**config.mk**
```make
export PLATFORM = sky130hd
export DESIGN_NAME = change_dispenser
export DESIGN_NICKNAME = d
export VERILOG_FILES = /design/src/rtl/vending_pkg.sv /design/src/rtl/coin_selector.sv /design/src/rtl/change_dispenser.sv
export SDC_FILE = /design/constraint.sdc
export NUM_CORES = 1
export LEC_CHECK = 0
export BUFFER_PORTS_ARGS = -buffer_cell sky130_fd_sc_hd__buf_2
export CORE_ASPECT_RATIO = 1.4
export CORE_MARGIN = 2
export CORE_UTILIZATION = 47
export DETAILED_ROUTE_END_ITERATION = 12
export PLACE_DENSITY_LB_ADDON = 0.2
export SLEW_MARGIN = 20
export SYNTH_ARGS = -nofsm -noshare
export SYNTH_HDL_FRONTEND = slang
export SYNTH_SLANG_ARGS = --single-unit
export TNS_END_PERCENT = 30
```
**constraint.sdc**
```tcl
create_clock -name clk -period 4 [get_ports clk]
set_clock_uncertainty 0.05 [all_clocks]
set_input_delay 1 -clock clk [delete_from_list [all_inputs] [get_ports clk]]
set_output_delay 1 -clock clk [all_outputs]
set_load 0.02 [all_outputs]
```
**src/rtl/vending_pkg.sv**
```systemverilog
// Shared vending-machine definitions: coin encodings, coin values and the
// change dispenser's state encoding.
package vending_pkg;

    localparam logic [1:0] PENNY   = 2'd0;
    localparam logic [1:0] NICKEL  = 2'd1;
    localparam logic [1:0] DIME    = 2'd2;
    localparam logic [1:0] QUARTER = 2'd3;

    localparam int PENNY_VAL   = 1;
    localparam int NICKEL_VAL  = 5;
    localparam int DIME_VAL    = 10;
    localparam int QUARTER_VAL = 25;

    typedef enum logic [1:0] {
        ST_IDLE     = 2'd0,
        ST_DISPENSE = 2'd1,
        ST_DONE     = 2'd2,
        ST_JAM      = 2'd3
    } dispState_t;

endpackage

```
**src/rtl/coin_selector.sv**
```systemverilog
// Greedy denomination picker: the largest coin not exceeding the amount
// still owed, together with its value in cents.
module coin_selector
    import vending_pkg::*;
#(
    parameter int CREDIT_W = 8
) (
    input  logic [CREDIT_W-1:0] remaining,
    output logic [1:0]          coinType,
    output logic [CREDIT_W-1:0] coinValue
);

    always_comb begin
        coinType  = PENNY;
        coinValue = CREDIT_W'(PENNY_VAL);
        if (remaining >= CREDIT_W'(QUARTER_VAL)) begin
            coinType  = QUARTER;
            coinValue = CREDIT_W'(QUARTER_VAL);
        end else if (remaining >= CREDIT_W'(DIME_VAL)) begin
            coinType  = DIME;
            coinValue = CREDIT_W'(DIME_VAL);
        end else if (remaining >= CREDIT_W'(NICKEL_VAL)) begin
            coinType  = NICKEL;
            coinValue = CREDIT_W'(NICKEL_VAL);
        end
    end

endmodule

```
**src/rtl/change_dispenser.sv**
```systemverilog
// Coin-return engine: latches the credit, clears the piggy bank, then pays the
// amount out one coin per handshake, declaring a jam if the ejector stalls.
module change_dispenser
    import vending_pkg::*;
#(
    parameter int CREDIT_W = 8,
    parameter int TIMEOUT  = 1000,
    parameter int CNT_W    = 4
) (
    input  logic                clk,
    input  logic                reset,
    input  logic                returnReq,
    input  logic [CREDIT_W-1:0] credit,
    input  logic                coinReady,
    output logic                creditClear,
    output logic                coinValid,
    output logic [1:0]          coinType,
    output logic                busy,
    output logic [CNT_W-1:0]    coinCount,
    output logic                done,
    output logic                jam
);

    localparam int WAIT_W = (TIMEOUT > 1) ? $clog2(TIMEOUT) : 1;

    dispState_t          state, stateNext;
    logic [CREDIT_W-1:0] remaining, remainingNext;
    logic [CREDIT_W-1:0] coinValue;
    logic [CNT_W-1:0]    countNext;
    logic [WAIT_W-1:0]   waitCnt, waitNext;
    logic                clearNext;
    logic [1:0]          selType;
    logic [CREDIT_W-1:0] selValue;

    // Selecting from the next remaining lets coinType/coinValue be registered
    // alongside remaining, so they are always valid for the coin on offer.
    coin_selector #(
        .CREDIT_W (CREDIT_W)
    ) u_selector (
        .remaining (remainingNext),
        .coinType  (selType),
        .coinValue (selValue)
    );

    always_comb begin
        stateNext     = state;
        remainingNext = remaining;
        countNext     = coinCount;
        waitNext      = waitCnt;
        clearNext     = 1'b0;
        case (state)
            ST_IDLE: begin
                if (returnReq) begin
                    countNext = '0;
                    waitNext  = '0;
                    if (credit != '0) begin
                        remainingNext = credit;
                        clearNext     = 1'b1;
                        stateNext     = ST_DISPENSE;
                    end else begin
                        stateNext = ST_DONE;
                    end
                end
            end
            ST_DISPENSE: begin
                // coinValid is always high here, so coinReady alone marks a transfer
                if (coinReady) begin
                    remainingNext = remaining - coinValue;
                    countNext     = coinCount + 1'b1;
                    waitNext      = '0;
                    if (remainingNext == '0) begin
                        stateNext = ST_DONE;
                    end
                end else if (waitCnt == WAIT_W'(TIMEOUT - 1)) begin
                    stateNext = ST_JAM;
                end else begin
                    waitNext = waitCnt + 1'b1;
                end
            end
            ST_DONE: begin
                stateNext = ST_IDLE;
            end
            ST_JAM: begin
                stateNext = ST_JAM;
            end
            default: begin
                stateNext = ST_IDLE;
            end
        endcase
    end

    always_ff @(posedge clk or negedge reset) begin
        if (!reset) begin
            state       <= ST_IDLE;
            remaining   <= '0;
            coinValue   <= '0;
            coinCount   <= '0;
            waitCnt     <= '0;
            creditClear <= 1'b0;
            coinValid   <= 1'b0;
            coinType    <= PENNY;
            busy        <= 1'b0;
            done        <= 1'b0;
            jam         <= 1'b0;
        end else begin
            state       <= stateNext;
            remaining   <= remainingNext;
            coinValue   <= selValue;
            coinCount   <= countNext;
            waitCnt     <= waitNext;
            creditClear <= clearNext;
            coinValid   <= (stateNext == ST_DISPENSE);
            coinType    <= selType;
            busy        <= (stateNext != ST_IDLE);
            done        <= (stateNext == ST_DONE);
            jam         <= (stateNext == ST_JAM);
        end
    end

endmodule
```
==> reports/qor.yml <==
grt_max_degree: 36
n_fill_cell: 405
dr.pass1.iters: 4
grt_pass1_vias: 1679
async_reset_ff_share_pct: 100.0
routed_via_density: 5.502
drt_iter0_drc: 108
wl_mm: 4.471
outcome: "complete, no violations"
critPathMaxFanout: 5
wl_per_cell_um: 14.66
synth_most_common_cell: "dfrtp_1"
ir_drop_uv: 524.6
syn_nets: 241
finalSetupViolCount: 0
clk_pin_slew_ps: 70
core_um2: 4274
start_util_pct: 49.27
cts_sinks: 35
drc: 0
synth_seq_cells: 35
clock_latency_ps: 290
cp_data_required_time_ps: 4130
whs_ps: 421.5
synthMuxAreaShare_pct: 1.010
synthAdderAreaFrac_pct: 5.110
clock.fmax_ghz: 0.3575
die_w_um: 60.57
postCtsSetupBuffers: 0
cts-root-buf: "clkbuf_8"
setup_tns_ps: 0
dp_hpwl_mm: 3.418
min_period_over_period_pct: 69.93
yosysWarnings: 0
p_leak_nw: 1.089
gr-total-overflow: 0
syn_avg_cell_area_um2: 9.528
row_count: 28
cts_made_buffers: 5
synth_compound_area_share_pct: 21.87
globalplace.congestion: 0.8146
netlist-cell-type-count: 62
drive_above_1_share_pct: 20.00
synthToLayoutAreaGrowth_pct: 10.75
yosysTopAreaCellShare_pct: 41.59
die-area_um2: 5039
ys.flop_type: "dfrtp_1"
num_vias: 1678
htree_levels: 2
seq_area_frac_synth_pct: 41.59
tightest_slew_ps: 766.9
cts_max_path_buffers: 2
hold_buffers: 0
crit_path_end_kind: "register"
io_buffers: 22
synth_xor_area_share_pct: 2.496
synth_common_cells: "35 x dfrtp_1, 26 x nand2_1, 21 x o21ai_0, 19 x nor2_1, 14 x inv_1"
rsz0062_at_grt: "no"
final_hold_viol_count: 0
critical_path_class: "reg -> reg"
synthTopCellsByArea: "dfrtp_1 42%, o21ai_0 5.0%, nand2_1 4.6%"
syn_area_um2: 2106
arrival_ps: 2920
postRouteAntennaNets: 0
slew_violations: 0
p_per_area_nw_per_um2: 888.0
grtUsageTotal_pct: 20.10
cts_resized: 0
io_pins: 23
finalCriticalPeriod_ps: 2797
synth_top_area_cell: "dfrtp_1"
antenna_found_initial: 0
synth-edff-count: 0
grt_pass1_wl_mm: 7.721
synth_top_family_by_area: "simple AND/OR/NAND/NOR gates"
num_antenna_cells: 0
worstHoldPathType: "reg -> reg"
synth_cells: 221
maxCapViolCount: 0
synth-simple-area-share_pct: 23.17
max_slew_margin_pct: 48.87
cts_tree: "built"
crit_path_start_kind: "register"
die_h_um: 83.20
final_nets: 264
## per-stage QoR
stage | power [mW] | instance area, um^2 | setup slack, ps | utilization (%) | cells
2_1_floorplan | 1.570 | 2106 | 1280 | - | 221
3_3_place_gp | 1.824 | 2251 | 1009 | 52.66 | 297
3_5_place_dp | 1.834 | 2251 | 966.9 | 52.66 | 297
4_1_cts | 2.088 | 2332 | 1194 | 54.57 | 305
5_1_grt | 2.263 | 2332 | 1004 | 54.57 | 305
6_report | 2.071 | 2332 | 1203 | 54.57 | 305
## registers in the layout (all words and copies together) (netlist names)
| register | flops |
|---|---|
| waitCnt | 10 |
| remaining | 8 |
| coinValue | 5 |
| coinCount | 4 |
| state | 2 |
| busy | 1 |
| coinType | 1 |
| coinValid | 1 |
| creditClear | 1 |
| done | 1 |
| jam | 1 |
## metal layers
layer	wire (um)	up-vias	track usage (%)
met5	0	-	0
met4	65	0	7.115
met3	89	4	3.738
met2	2499	19	35.48
met1	1816	818	23.09
li1	-	837	-
## cell usage in the layout (no fill, tap or decap), types with 4 or more instances in the layout
cell type,Yosys,layout
a21o_1,6,6
a21oi_1,5,5
and3_1,6,6
buf_2,1,22
clkbuf_8,0,5
dfrtp_1,35,35
ha_1,7,7
inv_1,14,14
nand2_1,26,26
nand3_1,4,4
nand4_1,5,5
nor2_1,19,19
o21ai_0,21,21
xor2_1,5,5
## final timing paths
path	from	endpoint	slack (ps)	depth (start not counted)
worst max-delay path	remaining[0]	coinType[0]	1200	11
worst min-delay path	waitCnt[9]	waitCnt[9]	420	1
worst max register to register	remaining[0]	coinType[0]	1200	11
worst min register to register	waitCnt[9]	waitCnt[9]	420	1
max in group asynchronous	reset	coinValue[0]	2670	1
min in group asynchronous	reset	waitCnt[0]	740	1
## area by class of cell
class | count | area [um^2] | area share [%]
multi-input combinational | 165 | 1130 | 48.44
sequential | 35 | 875.8 | 37.55
timing repair buffer | 23 | 117.6 | 5.043
clock buffer | 7 | 76.32 | 3.273
tap | 60 | 75.07 | 3.219
inverter | 14 | 52.55 | 2.253
clock inverter | 1 | 5.005 | 0.2146
## critical path, stage by stage, from the launching register on
cell	delay, ps
dfrtp_1	400
inv_1	60
ha_1	160
inv_1	50
fa_1	390
nand3_1	130
and2_4	150
xnor2_1	50
a211oi_1	440
inv_1	180
or3_1	390
a31o_1	220
## cell families after synthesis
group,Yosys count
buf+inv,21
xor+xnor,6
simple gates,87
mux,2
compound gates,62
flops,35
fa+ha+maj,8
## power breakdown
part	leakage [nW]	internal [mW]	total [mW]	switching (mW)
combinational	0.616	0.515	1.24	0.722
sequential	0.431	0.472	0.585	0.113
clock	0.0422	0.122	0.248	0.126
total	1.09	1.11	2.07	0.962
Power figures use the tool's default switching activity.
